==> config.mk <==
export PLATFORM = sky130hd
export DESIGN_NAME = ex_mul_unit
export DESIGN_NICKNAME = d
export VERILOG_FILES = /design/src/rtl/ca_pkg.sv /design/src/rtl/mul_shift_add.sv /design/src/rtl/ex_mul_unit.sv
export SDC_FILE = /design/constraint.sdc
export NUM_CORES = 1
export LEC_CHECK = 0
export ABC_AREA = 1
export CORE_ASPECT_RATIO = 0.75
export CORE_UTILIZATION = 41
export CTS_BUF_LIST = sky130_fd_sc_hd__clkbuf_8
export DETAILED_ROUTE_END_ITERATION = 10
export REMOVE_ABC_BUFFERS = 1
export SKIP_CTS_REPAIR_TIMING = 1
export SKIP_LAST_GASP = 1
export SYNTH_ARGS = -nofsm -noshare
export SYNTH_HDL_FRONTEND = slang
export SYNTH_HIERARCHICAL = 1
export SYNTH_SLANG_ARGS = --single-unit
==> constraint.sdc <==
create_clock -name clk_i -period 3.2 [get_ports clk_i]
set_input_delay 0.32 -clock clk_i [delete_from_list [all_inputs] [get_ports clk_i]]
set_output_delay 0.32 -clock clk_i [all_outputs]
set_load 0.02 [all_outputs]
==> src/rtl/ca_pkg.sv <==
// Shared constants and FSM state type for the execute-stage multiply unit.
package ca_pkg;
  localparam int XLEN       = 32;
  localparam int REG_ADDR_W = 5;
  localparam int CNT_W      = 5;

  localparam logic [9:0] FUNCT_MUL = 10'b0000001000;

  typedef enum logic [1:0] {
    ST_IDLE = 2'd0,
    ST_BUSY = 2'd1,
    ST_DONE = 2'd2
  } mul_state_e;
endpackage

==> src/rtl/mul_shift_add.sv <==
// Radix-2 shift-add multiply datapath: one conditional add and shift per step.
module mul_shift_add
  import ca_pkg::*;
(
  input  logic            clk_i,
  input  logic            rst_i,
  input  logic            load_i,
  input  logic            step_i,
  input  logic [XLEN-1:0] mcand_i,
  input  logic [XLEN-1:0] mplier_i,
  output logic [XLEN-1:0] acc_o,
  output logic [XLEN-1:0] acc_next_o
);

  logic [XLEN-1:0] mcand_q, mcand_d;
  logic [XLEN-1:0] mplier_q, mplier_d;
  logic [XLEN-1:0] acc_q, acc_d;
  logic [XLEN-1:0] addend;

  // Sum after the current step; the top samples this on the final iteration.
  assign addend     = mplier_q[0] ? mcand_q : '0;
  assign acc_next_o = acc_q + addend;
  assign acc_o      = acc_q;

  always_comb begin
    mcand_d  = mcand_q;
    mplier_d = mplier_q;
    acc_d    = acc_q;
    if (load_i) begin
      mcand_d  = mcand_i;
      mplier_d = mplier_i;
      acc_d    = '0;
    end else if (step_i) begin
      acc_d    = acc_next_o;
      mcand_d  = mcand_q << 1;
      mplier_d = mplier_q >> 1;
    end
  end

  always_ff @(posedge clk_i or negedge rst_i) begin
    if (!rst_i) begin
      mcand_q  <= '0;
      mplier_q <= '0;
      acc_q    <= '0;
    end else begin
      mcand_q  <= mcand_d;
      mplier_q <= mplier_d;
      acc_q    <= acc_d;
    end
  end

endmodule

==> src/rtl/ex_mul_unit.sv <==
// Multi-cycle MUL unit for the EX stage: stalls the front end for 32 iterations
// and presents the low product word with a one-cycle done strobe.
module ex_mul_unit
  import ca_pkg::*;
(
  input  logic                  clk_i,
  input  logic                  rst_i,
  input  logic                  start_i,
  input  logic                  flush_i,
  input  logic                  valid_i,
  input  logic [9:0]            funct_i,
  input  logic [XLEN-1:0]       RS1data_i,
  input  logic [XLEN-1:0]       RS2data_i,
  input  logic [REG_ADDR_W-1:0] RDaddr_i,
  output logic                  stall_o,
  output logic                  done_o,
  output logic [XLEN-1:0]       result_o,
  output logic [REG_ADDR_W-1:0] RDaddr_o
);

  mul_state_e            state_q, state_d;
  logic [CNT_W-1:0]      count_q, count_d;
  logic [REG_ADDR_W-1:0] rd_cap_q, rd_cap_d;
  logic [REG_ADDR_W-1:0] rd_out_q, rd_out_d;
  logic [XLEN-1:0]       result_q, result_d;
  logic                  req;
  logic                  load;
  logic                  step;
  logic [XLEN-1:0]       acc;
  logic [XLEN-1:0]       acc_next;

  assign req = valid_i && (funct_i == FUNCT_MUL);

  mul_shift_add u_dp (
    .clk_i      (clk_i),
    .rst_i      (rst_i),
    .load_i     (load),
    .step_i     (step),
    .mcand_i    (RS1data_i),
    .mplier_i   (RS2data_i),
    .acc_o      (acc),
    .acc_next_o (acc_next)
  );

  always_comb begin
    state_d  = state_q;
    count_d  = count_q;
    rd_cap_d = rd_cap_q;
    rd_out_d = rd_out_q;
    result_d = result_q;
    load     = 1'b0;
    step     = 1'b0;
    stall_o  = 1'b0;
    done_o   = 1'b0;
    case (state_q)
      ST_IDLE: begin
        // Flush wins over a coincident request; stall only for an acceptable MUL.
        stall_o = req && !flush_i;
        if (req && start_i && !flush_i) begin
          load     = 1'b1;
          rd_cap_d = RDaddr_i;
          count_d  = '0;
          state_d  = ST_BUSY;
        end
      end
      ST_BUSY: begin
        stall_o = 1'b1;
        if (flush_i) begin
          state_d = ST_IDLE;
        end else if (start_i) begin
          step    = 1'b1;
          count_d = count_q + 1'b1;
          if (count_q == CNT_W'(XLEN - 1)) begin
            result_d = acc_next;
            rd_out_d = rd_cap_q;
            state_d  = ST_DONE;
          end
        end
      end
      ST_DONE: begin
        done_o = !flush_i;
        if (flush_i || start_i) begin
          state_d = ST_IDLE;
        end
      end
      default: state_d = ST_IDLE;
    endcase
  end

  always_ff @(posedge clk_i or negedge rst_i) begin
    if (!rst_i) begin
      state_q  <= ST_IDLE;
      count_q  <= '0;
      rd_cap_q <= '0;
      rd_out_q <= '0;
      result_q <= '0;
    end else begin
      state_q  <= state_d;
      count_q  <= count_d;
      rd_cap_q <= rd_cap_d;
      rd_out_q <= rd_out_d;
      result_q <= result_d;
    end
  end

  assign result_o = result_q;
  assign RDaddr_o = rd_out_q;

endmodule

# ---- After elaboration in Yosys (flattened, before gate mapping)
# Cells that the tools add are included.
dict set report op_classes {
  n_addsub 2
  multipliers 0
  div 0
  n_lt_le_gt_ge 0
  n_eq_ne 10
  shift 0
  mux 24
  bitwise 1
  n_reduce_logical 13
}
# operator count
set op_table {}
lappend op_table {{32-bit 2-to-1 mux} 7}
lappend op_table {{32-bit adder} 1}
lappend op_table {{5-bit 2-to-1 mux} 3}
lappend op_table {{4-bit AND reduction} 3}
lappend op_table {{10-bit by 4-bit == test with 1-bit output (second input constant)} 1}
lappend op_table {{2-bit 2-to-1 mux} 5}
lappend op_table {{5-bit case mux with 2 select lines} 1}
lappend op_table {{2-bit != test (second input constant)} 4}
lappend op_table {{1-bit 2-to-1 mux} 6}
lappend op_table {{3-bit != test (second input constant)} 2}
lappend op_table {{2-bit case mux with 3 select lines} 1}
lappend op_table {{5-bit by 1-bit adder with 5-bit output (second input constant)} 1}
lappend op_table {{5-bit == test (second input constant)} 1}
lappend op_table {{1-bit logical AND} 4}
lappend op_table {{2-bit nonzero test} 2}
lappend op_table {{2-bit by 1-bit == test with 1-bit output (second input constant)} 1}
lappend op_table {{2-bit == test (second input constant)} 1}
lappend op_table {{2-bit logical NOT} 1}
lappend op_table {{1-bit case mux with 2 select lines} 1}
lappend op_table {{2-bit AND reduction} 1}
lappend op_table {{1-bit logical NOT} 1}
lappend op_table {{1-bit logical OR} 1}
lappend op_table {{1-bit inverter} 1}
dict set report totals {
  reg_bits 145
  latch_bits 0
  mem_bits_rw 0
  mem_bits_ro 0
  in_bits 84
  output_inout_bits 39
  wordCells 58
  n_memories 0
}

# ---- Longest topological paths before layout
dict set report logic_depth {
  depth_word 7
  mapped_depth 17
  mapped_depth_nobuf 15
}

# ---- Cells and area by module
# The synthesis kept the hierarchy.
# module instances cells_per_inst area_per_inst_um2 seq_area_each_um2
set by_module_without_submodules {}
lappend by_module_without_submodules {mul_shift_add 1 971 6595.1 2402.3}
lappend by_module_without_submodules {ex_mul_unit 1 259 2242.2 1226.2}

# ---- Least setup slack after synthesis
# No wires, ideal clock.
dict set report synth_timing {
  kind {reg2reg}
  startpoint {register u_dp.mplier_q[0]}
  endpoint {register result_q[30], in the netlist result_o[30]}
  setup_ps 117
  t_arrival_ps 2107
  required_ps 3083
  slack_ps 976
  stages_incl_launch_ff 17
  n_path_buf 2
  period_less_slack_ps 2224
  path_cell_list {dfrtp_1 > clkbuf_1 > clkbuf_1 > nand2_1 > inv_1 > ha_1 > nand2_1 > inv_2 > nand2_1 > inv_2 > a21oi_1 > nand2_2 > nand2_1 > nand3_1 > and2_1 > nand3_1 > nand2_1}
}
dict set report synth_between {
  elab_chain_len 2
}
# element line_no
set synth_rtl {}
lappend synth_rtl {{start, declared} mul_shift_add.sv:16} ;# logic [XLEN-1:0] mplier_q, mplier_d;
lappend synth_rtl {{start signal, assigned} mul_shift_add.sv:47} ;# mplier_q <= mplier_d;
lappend synth_rtl {{32-bit 2-to-1 mux} mul_shift_add.sv:21} ;# assign addend = mplier_q[0] ? mcand_q : '0;
lappend synth_rtl {{32-bit adder} mul_shift_add.sv:22} ;# assign acc_next_o = acc_q + addend;
lappend synth_rtl {{named net acc_next[30]} ex_mul_unit.sv:30} ;# logic [XLEN-1:0] acc_next;
lappend synth_rtl {{end signal, assigned} ex_mul_unit.sv:102} ;# result_q <= result_d;
lappend synth_rtl {{end, declared} ex_mul_unit.sv:25} ;# logic [XLEN-1:0] result_q, result_d;
# The timed path passes the listed nets, and every way through them passes these cells.
# A chain may end at the register's enable or synchronous reset.

# ---- Worst setup path in the final report
dict set report layout_timing {
  startpoint {register u_dp.mplier_q[0]}
  endpoint {register result_q[26], in the netlist result_o[26]}
}
# Same word-level chain as after synthesis.

==> flow_summary.yaml <==
floorplan:
  die_area_um2: 22200
  top_level_ports: 123
  die_y_um: 129
  start_util_pct: 41.8
  core-area_um2: 21100
  fp.dieW_um: 172
  rows: 46
timing:
  drv_slew: 0
  rsz0062_at_grt: "no"
  worst_pin_slew_ps: 1010
  setup_viol_count_final: 0
  fin_crit_ps: 2650
  clock_skew_ps: 19.0
  fmax_mhz: 378
  hold_viol_final: 0
  slew-limit-headroom_pct: 32.9
  fin_setup_tns_ps: 0
  finalCritPeriodShare_pct: 82.7
placed_design:
  io_buffers: 122
  post-dp-hpwl_um: 16800
  gp_congestion: 0.946
route:
  first_pass_iters: 8
  vias: 7793
  detail-route-antenna-nets: 0
  totalWireLength_um: 23100
  wire_per_inst_um: 14.1
  drc: 1
  first_iter_violations: 595
  via_per_inst: 4.75
logic_synthesis:
  synth-async-reset-ratio_pct: 100
  ys_seq_area_share_pct: 41.1
  synth_top_area_cell: "dfrtp_1"
  yosysUniqueCellTypes: 42
  synth_top_area_share_pct: 41.1
  synth-main-ff-cell: "dfrtp_1"
  synth_area_leaders: "dfrtp_1 (41%), nand2_1 (19%), inv_1 (8.7%), ha_1 (4.7%), nand3_1 (4.5%)"
  ys.warnings.count: 6
  synth_edf_count: 0
  synth-seq-cells: 145
  syn-cell-area_um2: 8840
  avgSynthCellArea_um2: 7.18
  netlist_instances: 1230
setup_path:
  r2r-end: "result_o[26]"
  cp-start-kind: "flop"
  critical_path_buf_inv_count: 1
  critPathKind: "reg -> reg"
  rr_worst_depth: 13
  crit_arrival_ps: 3010
  cpMostUsedCell: "nand2_1"
  worstPathMaxFanout: 29
  endpoint_kind: "flop"
  critical_path.max_stage_delay_ps: 630
  required_ps: 3560
  slowest_stage: "dfrtp_2"
  crit_start: "u_dp/mplier_q[0]"
  r2r_setup_slack_ps: 550
  path_cells: "nand2_1 -> inv_1 -> ha_1 -> fa_1 -> nand2_1 -> nand3_1 -> nand2_1 -> nand2_1 -> nand2_1 -> nand3_1 -> and2_1 -> nand3_1 -> nand2_1"
  cp_top_family: "simple AND/OR/NAND/NOR gates"
  r2r_start: "u_dp/mplier_q[0]"
finish:
  insertedDiodeCount: 0
  postLayoutCoreUtil_pct: 50.8
  nNetsFinal: 1459
  drive_above_1_share_pct: 6.72
  area_delta_synth_final_pct: 21.4
  fill_cells: 2153
clocking:
  cts.sinks: 145
  cts_max_level: 4
  cts_max_path_buffers: 2
  cts_buffers: 17
  clk_latency_ps: 480
  clk_pin_slew_ps: 100
  root_buffer: "clkbuf_8"
  cts_tree: "built"
status:
  failed_checks: "DRC"
  outcome: "complete, but fails checks"
global_routing:
  grt_pass1_wl_um: 37700
  grt_overflow: 0
  track_usage_pct: 22.0
  antenna_found_initial: 0
  grt_pass1_vias: 7279
  grt_max_degree: 68
power:
  p_leak_nw: 6.04
  power.density_nw_per_um2: 358
  irDropWorstVdd_mv: 0.190
worst_hold_path:
  holdCritPathClass: "in -> async"
flow_run:
  maxCapViolations: 0
[through the flow]
stage	instances	instance area, um2	power [mW]	setup WS (ps)	hold slack (ps)
after detailed placement	1609	10300	2.39	346	375
after CTS	1641	10700	3.89	318	-146
after floorplan	1189	8620	2.18	-3720	24.4
final	1642	10700	3.84	553	410
after global placement	1609	10300	2.39	349	374
after global routing	1642	10700	4.01	333	397
[synth_stat cells (10+ instances only)]
cell type	n
inv_1	206
nor2_1	79
a21oi_1	31
buf_2	15
and2_1	15
ha_1	33
nand3_1	79
inv_2	10
o21ai_1	10
o221ai_1	33
clkbuf_1	16
o22ai_1	19
nand2_1	448
dfrtp_1	145
nand2_2	12
[metal layers]
layer | global-route usage [%] | routed length (um) | vias up
met5 | 0 | 0 | -
met4 | 5.36 | 185 | 0
met3 | 4.80 | 1480 | 13
met2 | 29.8 | 8960 | 204
met1 | 34.8 | 12500 | 3522
li1 | - | - | 4054
[how the worst max path moves through the flow]
stage	endpoint	cells past startpoint
final	result_o[26]	13
after global routing	result_o[20]	13
after CTS	result_o[29]	13
after detailed placement	result_o[29]	13
after global placement	result_o[29]	13
after floorplan	u_dp/mcand_q[12]	10
[state kept, by name, indices dropped and copies added, names as in the netlist]
name / flops
result_o: 32
u_dp/acc_o: 32
u_dp/mcand_q: 32
u_dp/mplier_q: 32
RDaddr_o: 5
count_q: 5
rd_cap_q: 5
state_q: 2
[where the power goes]
group / internal (mW) / leakage [nW] / switching [mW]
combinational: 0.191 / 4.01 / 0.180
clock: 0.651 / 0.205 / 0.837
sequential: 1.93 / 1.82 / 0.0588
[worst reg2reg max path, stage by stage, from the launching register on]
cell and delay [ps]:
dfrtp_2 630, nand2_1 150, inv_1 50, ha_1 220, fa_1 450, nand2_1 100, nand3_1 160, nand2_1 110
nand2_1 100, nand2_1 130, nand3_1 120, and2_1 190, nand3_1 80, nand2_1 50
[layout by cell type, fill, tap and decap left out, types with 3 or more instances in the layout]
master | netlist | routed
a21oi_1 | 31 | 31
a22o_1 | 5 | 5
a22oi_1 | 5 | 5
and2_1 | 15 | 15
buf_12 | 0 | 3
buf_4 | 3 | 7
clkbuf_8 | 0 | 17
clkdlybuf4s50_1 | 0 | 121
dfrtp_1 | 145 | 144
ha_1 | 33 | 33
inv_1 | 206 | 206
inv_2 | 10 | 10
inv_6 | 1 | 8
inv_8 | 0 | 3
nand2_1 | 448 | 448
nand2_2 | 12 | 12
nand3_1 | 79 | 79
nand3b_1 | 4 | 4
nand4_1 | 4 | 4
nor2_1 | 79 | 78
nor2_2 | 3 | 3
nor2_4 | 2 | 3
nor3_1 | 4 | 3
nor3_2 | 3 | 4
o21ai_0 | 4 | 4
o21ai_1 | 10 | 10
o21ai_2 | 5 | 5
o221ai_1 | 33 | 33
o22ai_1 | 19 | 19
xnor2_1 | 4 | 4
xor2_1 | 9 | 9
xor2_2 | 4 | 4
[final cells by class]
cell class	count	area [um2]	share of cell area, %
flip-flops and latches	145	3630	33.8
multi-input cells	827	4180	39.0
repair buffers	133	1350	12.5
clock buffers	17	234	2.18
inverters	217	820	7.64
well taps	288	360	3.36
clock inverters	15	160	1.49
[cells by family (layout without fill, tap and decap cells)]
logic type,Yosys count,in the layout,synth area share (%)
simple gates,658,658,31.1
fa+ha+maj,34,34,4.90
xor+xnor,17,17,2.02
buf+inv,258,382,11.8
flops,145,145,41.1
compound gates,118,118,9.12
Note: power is estimated with default switching activity, not from simulation.
